### config.mk
export PLATFORM = sky130hd
export DESIGN_NAME = div_seq
export DESIGN_NICKNAME = d
export VERILOG_FILES = /design/src/rtl/div_pkg.sv /design/src/rtl/div_neg.sv /design/src/rtl/div_step.sv /design/src/rtl/div_seq.sv
export SDC_FILE = /design/constraint.sdc
export NUM_CORES = 1
export LEC_CHECK = 0
export BUFFER_PORTS_ARGS = -buffer_cell sky130_fd_sc_hd__buf_2
export CORE_ASPECT_RATIO = 0.6
export CORE_MARGIN = 4
export CORE_UTILIZATION = 53
export DETAILED_ROUTE_END_ITERATION = 6
export HOLD_SLACK_MARGIN = 0.03
export MAX_ROUTING_LAYER = met4
export PLACE_DENSITY = 0.8
export SYNTH_ARGS = -nofsm -noshare
export SYNTH_HDL_FRONTEND = slang
export SYNTH_SLANG_ARGS = --single-unit
### constraint.sdc
create_clock -name clock -period 4 [get_ports clock]
set_input_delay 0.2 -clock clock [delete_from_list [all_inputs] [get_ports clock]]
set_output_delay 0.2 -clock clock [all_outputs]
set_load 0.05 [all_outputs]
### src/rtl/div_pkg.sv
// Shared types and constants for the sequential signed divider.
package div_pkg;

   localparam int DIV_WIDTH_DEFAULT = 32;
   localparam int DIV_CNT_W_DEFAULT = $clog2(DIV_WIDTH_DEFAULT);

   typedef enum logic [2:0] {
      IDLE,
      ABS,
      ITER,
      FIX,
      DONE
   } state_t;

   function automatic int div_cnt_width(input int width);
      return $clog2(width);
   endfunction

endpackage

### src/rtl/div_neg.sv
// Dual-lane conditional two's-complement negation, shared between operand
// magnitude (ABS) and result sign correction (FIX).
module div_neg #(
   parameter int WIDTH = 32
) (
   input  logic [WIDTH-1:0] i_a,
   input  logic             i_a_en,
   input  logic [WIDTH-1:0] i_b,
   input  logic             i_b_en,
   output logic [WIDTH-1:0] o_a,
   output logic [WIDTH-1:0] o_b
);

   assign o_a = i_a_en ? ('0 - i_a) : i_a;
   assign o_b = i_b_en ? ('0 - i_b) : i_b;

endmodule

### src/rtl/div_step.sv
// One combinational restoring-division iteration: shift {R,Q} left, trial
// subtract the divisor, keep or restore R and set the new quotient bit.
module div_step #(
   parameter int WIDTH = 32
) (
   input  logic [WIDTH:0]   i_r,
   input  logic [WIDTH-1:0] i_q,
   input  logic [WIDTH-1:0] i_d,
   output logic [WIDTH:0]   o_r,
   output logic [WIDTH-1:0] o_q
);

   logic [WIDTH:0]   w_rsh;
   logic [WIDTH+1:0] w_sub;
   logic             w_ge;

   assign w_rsh = {i_r[WIDTH-1:0], i_q[WIDTH-1]};
   assign w_sub = {1'b0, w_rsh} - {2'b00, i_d};
   // A set R MSB means the shifted value exceeds any divisor, so the step succeeds.
   assign w_ge  = i_r[WIDTH] | ~w_sub[WIDTH+1];

   assign o_r = w_ge ? w_sub[WIDTH:0] : w_rsh;
   assign o_q = {i_q[WIDTH-2:0], w_ge};

endmodule

### src/rtl/div_seq.sv
// Signed restoring divider: quotient to LO, remainder to HI; done 35 cycles
// after an accepted start (2 on a trapped divide-by-zero when DIV_ZERO_TRAP_EN is defined).
// No backpressure: start is only sampled in IDLE; starts while busy or in DONE are dropped.
module div_seq
   import div_pkg::*;
#(
   parameter int WIDTH = DIV_WIDTH_DEFAULT
) (
   input  logic             clock,
   input  logic             clear,
   input  logic             start,
   input  logic [WIDTH-1:0] dividend,
   input  logic [WIDTH-1:0] divisor,
   output logic             busy,
   output logic             done,
   output logic [WIDTH-1:0] quotient,
   output logic [WIDTH-1:0] remainder,
   output logic             div_zero
);

   localparam int CW = div_cnt_width(WIDTH);

   state_t           r_state;
   state_t           w_next;
   logic [WIDTH-1:0] r_q;
   logic [WIDTH-1:0] r_dvs;
   logic [WIDTH:0]   r_rem;
   logic [CW-1:0]    r_cnt;
   logic             r_qsign;
   logic             r_rsign;
   logic [WIDTH-1:0] r_quot;
   logic [WIDTH-1:0] r_remo;

   logic             w_trap;
   logic [WIDTH-1:0] w_neg_b_in;
   logic             w_neg_a_en;
   logic             w_neg_b_en;
   logic [WIDTH-1:0] w_neg_a;
   logic [WIDTH-1:0] w_neg_b;
   logic [WIDTH:0]   w_step_r;
   logic [WIDTH-1:0] w_step_q;

`ifdef DIV_ZERO_TRAP_EN
   assign w_trap = (r_dvs == '0);
`else
   assign w_trap = 1'b0;
`endif

   // Negation lanes carry the operands in ABS and the raw results in FIX.
   always_comb begin
      w_neg_b_in = r_rem[WIDTH-1:0];
      w_neg_a_en = r_qsign;
      w_neg_b_en = r_rsign;
      if (r_state == ABS) begin
         w_neg_b_in = r_dvs;
         w_neg_a_en = r_q[WIDTH-1];
         w_neg_b_en = r_dvs[WIDTH-1];
      end
   end

   div_neg #(.WIDTH(WIDTH)) u_neg (
      .i_a    (r_q),
      .i_a_en (w_neg_a_en),
      .i_b    (w_neg_b_in),
      .i_b_en (w_neg_b_en),
      .o_a    (w_neg_a),
      .o_b    (w_neg_b)
   );

   div_step #(.WIDTH(WIDTH)) u_step (
      .i_r (r_rem),
      .i_q (r_q),
      .i_d (r_dvs),
      .o_r (w_step_r),
      .o_q (w_step_q)
   );

   always_ff @(posedge clock) begin
      if (clear) r_state <= IDLE;
      else       r_state <= w_next;
   end

   always_comb begin
      w_next = r_state;
      case (r_state)
         IDLE:    if (start) w_next = ABS;
         ABS:     w_next = w_trap ? DONE : ITER;
         ITER:    if (r_cnt == '0) w_next = FIX;
         FIX:     w_next = DONE;
         DONE:    w_next = IDLE;
         default: w_next = IDLE;
      endcase
   end

   always_comb begin
      busy = (r_state == ABS) || (r_state == ITER) || (r_state == FIX);
      done = (r_state == DONE);
   end

   always_ff @(posedge clock) begin
      if (clear) begin
         r_q     <= '0;
         r_dvs   <= '0;
         r_rem   <= '0;
         r_cnt   <= '0;
         r_qsign <= 1'b0;
         r_rsign <= 1'b0;
         r_quot  <= '0;
         r_remo  <= '0;
      end else begin
         case (r_state)
            IDLE: begin
               if (start) begin
                  r_q     <= dividend;
                  r_dvs   <= divisor;
                  r_qsign <= dividend[WIDTH-1] ^ divisor[WIDTH-1];
                  r_rsign <= dividend[WIDTH-1];
               end
            end
            ABS: begin
               r_q   <= w_neg_a;
               r_dvs <= w_neg_b;
               r_rem <= '0;
               r_cnt <= CW'(WIDTH - 1);
               if (w_trap) begin
                  r_quot <= '0;
                  r_remo <= r_q;
               end
            end
            ITER: begin
               r_rem <= w_step_r;
               r_q   <= w_step_q;
               r_cnt <= r_cnt - 1'b1;
            end
            FIX: begin
               r_quot <= w_neg_a;
               r_remo <= w_neg_b;
            end
            default: ;
         endcase
      end
   end

`ifdef DIV_ZERO_TRAP_EN
   logic r_dz;

   always_ff @(posedge clock) begin
      if (clear)                         r_dz <= 1'b0;
      else if (r_state == ABS && w_trap) r_dz <= 1'b1;
      else if (r_state == FIX)           r_dz <= 1'b0;
   end

   assign div_zero = r_dz;
`else
   assign div_zero = 1'b0;
`endif

   assign quotient  = r_quot;
   assign remainder = r_remo;

endmodule

==> Word-level counts from Yosys, hierarchy flattened <==
Cells that the tools add are included.
{ "totals": {"input_bits": 67, "word_cells": 48, "output_inout_bits": 67, "regBits": 171} }
{ "classes": {"muxes": 15, "n_addsub": 4, "n_eq_ne": 6, "bitwise": 3, "n_reduce_logical": 11} }
{ "ops": {"columns": ["op", "count"], "rows": [
  ["$mux 32", 5],
  ["$pmux 32 s3", 1],
  ["$pmux 33 s2", 1],
  ["$pmux 32 s2", 1],
  ["$sub 1x32->32 const A", 2],
  ["$sub 33x32->34", 1],
  ["$mux 33", 1],
  ["$pmux 3 s4", 1],
  ["$pmux 5 s2", 1],
  ["$reduce_and 2->1", 4],
  ["$eq 3x2->1 const B", 2],
  ["$mux 3", 2],
  ["$logic_not 5->1", 1],
  ["$sub 5x1->5 const B", 1],
  ["$ne 2x2->1 const B", 2],
  ["$reduce_bool 2->1", 2],
  ["$eq 3x1->1 const B", 1],
  ["$eq 3x3->1 const B", 1],
  ["$logic_not 3->1", 1],
  ["$reduce_bool 3->1", 1],
  ["$logic_or 1x1->1", 2],
  ["$mux 1", 2],
  ["$not 1->1", 1],
  ["$or 1x1->1", 1],
  ["$xor 1x1->1", 1]
]} }

==> Depth between registers and ports, before layout <==
{ "depth": {"depth_word": 5, "depth_mapped": 18, "ltp_nobuf": 12} }

==> Hierarchy <==
A second synthesis with hierarchy kept.
{ "hier_totals": {"cells_unflattened": 1458, "area_unflattened_um2": 12004.0} }
{ "by_module_without_submodules": {"columns": ["mod", "cells_each", "instances", "seq_area_each_um2", "area_each_um2"], "rows": [
  ["div_seq", 925, 1, 3423.3, 8097.8],
  ["div_step", 335, 1, 0.0, 2507.4],
  ["div_neg", 198, 1, 0.0, 1398.8]
]} }

==> Worst setup path after synthesis <==
No wires, ideal clock.
{ "synth_path": {"kind": "reg-to-reg", "from": "reg r_state[1]", "to": "reg r_dvs[30]", "period_less_slack_ps": 3655, "t_arrival_ps": 3585, "stages_incl_launch_ff": 18, "path_buffers": 6, "slack_ps": 345, "setup_time_ps": 70, "t_required_ps": 3930, "cell_sequence": "dfxtp_1 > buf_2 > nor3b_2 > buf_6 > buf_2 > buf_1 > clkbuf_1 > clkbuf_1 > nor2_1 > a21oi_1 > ha_1 > nand4_1 > and4bb_1 > nor3b_2 > nand4_1 > a211oi_1 > a31oi_1 > a21oi_1"} }
{ "synth_via": {"elab_chain_cells": 5, "word_cells_on_any_way": 10, "cone_classes": "add/sub (1); eq/ne (2); mux (4); reduce/logical (3)"} }
{ "synth_rtl": {"columns": ["item", "line_no", "rtl"], "rows": [
  ["from (decl)", "div_seq.sv:23", "state_t r_state;"],
  ["from (signal assigned)", "div_seq.sv:80", "else r_state <= w_next;"],
  ["$eq 3x1->1", "div_seq.sv:54, div_seq.sv:111", null],
  ["$mux 32", "div_seq.sv:54", "if (r_state == ABS) begin"],
  ["$sub 1x32->32", "div_neg.sv:15", "assign o_b = i_b_en ? ('0 - i_b) : i_b;"],
  ["$mux 32", "div_neg.sv:15", null],
  ["$pmux 32 s2", "div_seq.sv:111", "case (r_state)"],
  ["to (signal assigned)", "div_seq.sv:115", "r_dvs <= divisor;"],
  ["to (signal assigned)", "div_seq.sv:122", "r_dvs <= w_neg_b;"],
  ["to (decl)", "div_seq.sv:26", "logic [WIDTH-1:0] r_dvs;"]
]} }
Several ways; a longest one is shown, not always the timed one.
A chain may end at the register's enable or synchronous reset.

==> Final worst setup path <==
{ "layout_path": {"from": "reg r_state[0]", "to": "reg r_dvs[30]"} }
The elaborated chain is that of the path after synthesis.

==> out/results.txt <==
Outcome: finished with violations
Failing checks: max-capacitance violations
N_diodes: 0
Initial antenna violation count: 0
Pwr Density: 491 nW/µm²
Startpoint types: register
Worst Setup End Kind: register
Max stage delay on crit path: 560 ps
Gpl congestion: 1.07
Detail Route Antenna Nets: 0
Wire length of the first global-routing pass: 55100 µm
Layout Nets: 1564
Min-delay worst type: input port to register
#FFs+latches synth: 171
CP max FO: 10
Clk sinks: 171
WHS: 38.0 ps
CP max-delay cell: dfxtp_1
Routed wire length: 35200 µm
Initial DRT Pass Iterations: 7
Total track usage: 31.3%
Peak VDD IR: 0.000319 V
Final setup violation count: 0
Syn avg cell area: 7.80 µm²
GR Overflow Total: 0
Core box area: 19400 µm²
Max-slew headroom: 0.885%
Vias in the first global route: 9847
EDFF count, synth: 0
Post-synth ARST share: 0%
LEAKAGE: 5.05 nW
Hold Violations, Final: 0
Post-DP HPWL: 25000 µm
DR WL/cell: 20.3 µm
Longest Clk Path Bufs: 2
Largest net degree at the start of global routing: 66
Synth Flop Type: dfxtp_1
Cell count after synthesis: 1366
Commonest non-fill, non-tap cell in the layout: dfxtp_1
Die span in y: 118 µm
Worst Tran Pin Value: 1480 ps
Register area share after synthesis: 32.1%
DR vias: 11000
Setup TNS: 0 ps
Ports: 134
Initial Util: 55.0%
Clk slew on worst S/H paths: 80 ps
Fin worst setup slack: 320 ps
Vias per inst: 6.32
Skew final: 12.9 ps
Worst path cell trace: nor3b_4 -> nor2_1 -> a21oi_1 -> ha_1 -> nand4_1 -> and4bb_1 -> nor3b_2 -> nand4_1 -> a211oi_1 -> a31oi_1 -> a21oi_1
Post-Syn Area: 10700 µm²
Placed Cells: 1693
Fillers: 1709
Yosys warns: 0
Setup CP Type: register to register
H-Tree Depth: 4
Worst skew pair latency: 450 ps
Worst EP required: 4370 ps
I/O Buffers: 132
Synth unique cells: 76
Crit path time final: 3680 ps
Critical path arrival: 4050 ps
Total CTS buffers: 17
Starting DRT DRC Count: 1427
Ratio of cells with drive above 1 in the final layout: 15.0%
Unrepaired setup endpoints after global routing: no
Max Cap Viol: 1
Peak Freq: 0.272 GHz
Num rows: 39
Die area: 22500 µm²
Setup WS pre-CTS: 366 ps
Most frequent cells in the layout: dfxtp_1, nor2_1, nand2_1
CTS root buf: clkbuf_16
Syn_nets: 1470
Die Wd: 191 µm
Utilization after layout: 63.1%
CTS tree: yes
Non-Filler Instances: 1738
Fin. max-slew vios: 0
Tcrit/Tclk final: 92.0%
Area Growth Syn to Fin: 14.8%
# DRC: 0
flip-flops by register name, indices dropped and copies added (netlist names):
register   count
quotient      32
r_cnt          5
r_dvs         32
r_q           32
r_qsign        1
r_rem         33
r_rsign        1
r_state        3
remainder     32
stage by stage:
step	instance area, µm²	power [mW]
after floorplan	10700	3.59
after global placement	11500	4.13
after detailed placement	11500	4.16
after CTS	12200	5.92
after global routing	12200	6.27
final	12200	6.00
critical path, delay by kind of cell (launching register included):
| family | cells | cell delay [ps] |
|---|---|---|
| and+or+nand+nor | 6 | 1790 |
| DFF | 1 | 560 |
| AOI/OAI and AO/OA | 4 | 880 |
| adders and majority gates | 1 | 360 |
synth_stat cells, types with 9 or more instances:
master | count | area [µm²]
dfxtp_1 | 171 | 3420
nor2_1 | 149 | 559
nand2_1 | 147 | 552
a21oi_1 | 114 | 571
o21ai_0 | 80 | 400
clkbuf_1 | 73 | 274
a211oi_1 | 59 | 443
mux2i_1 | 57 | 571
inv_1 | 48 | 180
xnor2_1 | 47 | 412
nor3_1 | 40 | 200
a22oi_1 | 37 | 278
ha_1 | 36 | 450
xor2_1 | 34 | 298
nand3_1 | 22 | 110
a21o_1 | 18 | 135
buf_2 | 15 | 75.1
nand2b_1 | 14 | 87.6
a311oi_1 | 13 | 114
a32oi_1 | 12 | 105
nor4_1 | 12 | 75.1
or3_1 | 11 | 68.8
a31oi_1 | 10 | 62.6
nand4_1 | 10 | 62.6
a221oi_1 | 9 | 78.8
and3_1 | 9 | 56.3
repair_timing:
item                                    in CTS  in global routing
hold buffers                                11                  0
endpoints found under the hold margin       11                  0
resized for setup                            0                  0
endpoints found under the setup margin       0                  2
setup buffers                                0                  3
report_power, final:
part	total (mW)	switching (mW)	internal, mW
clock	1.76	0.730	1.03
sequential	2.00	0.169	1.83
combinational	2.24	1.40	0.839
total	6.00	2.30	3.70
per-layer routing:
metal  global-route usage [%]  share of wire, %  vias to the layer above  routed length (µm)
met3                     9.43                13                       67                4550
met2                     39.9                39                      661               13700
li1                         -                 -                     5123                   -
met5                        -                 0                        -                   0
met1                     47.2                46                     5130               16200
met4                     8.61               2.3                        0                 807
kinds of logic after synthesis:
family	count (synthesis)	share of synthesized area (%)
simple gates	454	19.8
compound gates	414	25.5
flops	171	32.1
buf+inv	149	5.79
xor+xnor	81	6.66
mux	59	5.70
fa+ha+maj	37	4.42
other cells	1	0.0352
worst paths after layout:
check	start	to	slack [ps]	cells past startpoint
setup / recovery	r_state[0]	r_dvs[30]	320	11
hold / removal	divisor[13]	r_dvs[13]	40	3
setup reg to reg	r_state[0]	r_dvs[30]	320	11
hold reg to reg	remainder[18]	remainder[18]	450	2
cell type report:
class / instances / area (µm²) / area share [%]
clock buffer: 21 / 470 / 3.85
clock inverter: 10 / 138 / 1.13
inverter: 48 / 180 / 1.47
multi-input combinational: 1046 / 6660 / 54.5
sequential: 171 / 3420 / 28.0
tap: 266 / 333 / 2.72
timing repair buffer: 176 / 1020 / 8.35
Power figures use the tool's default switching activity.
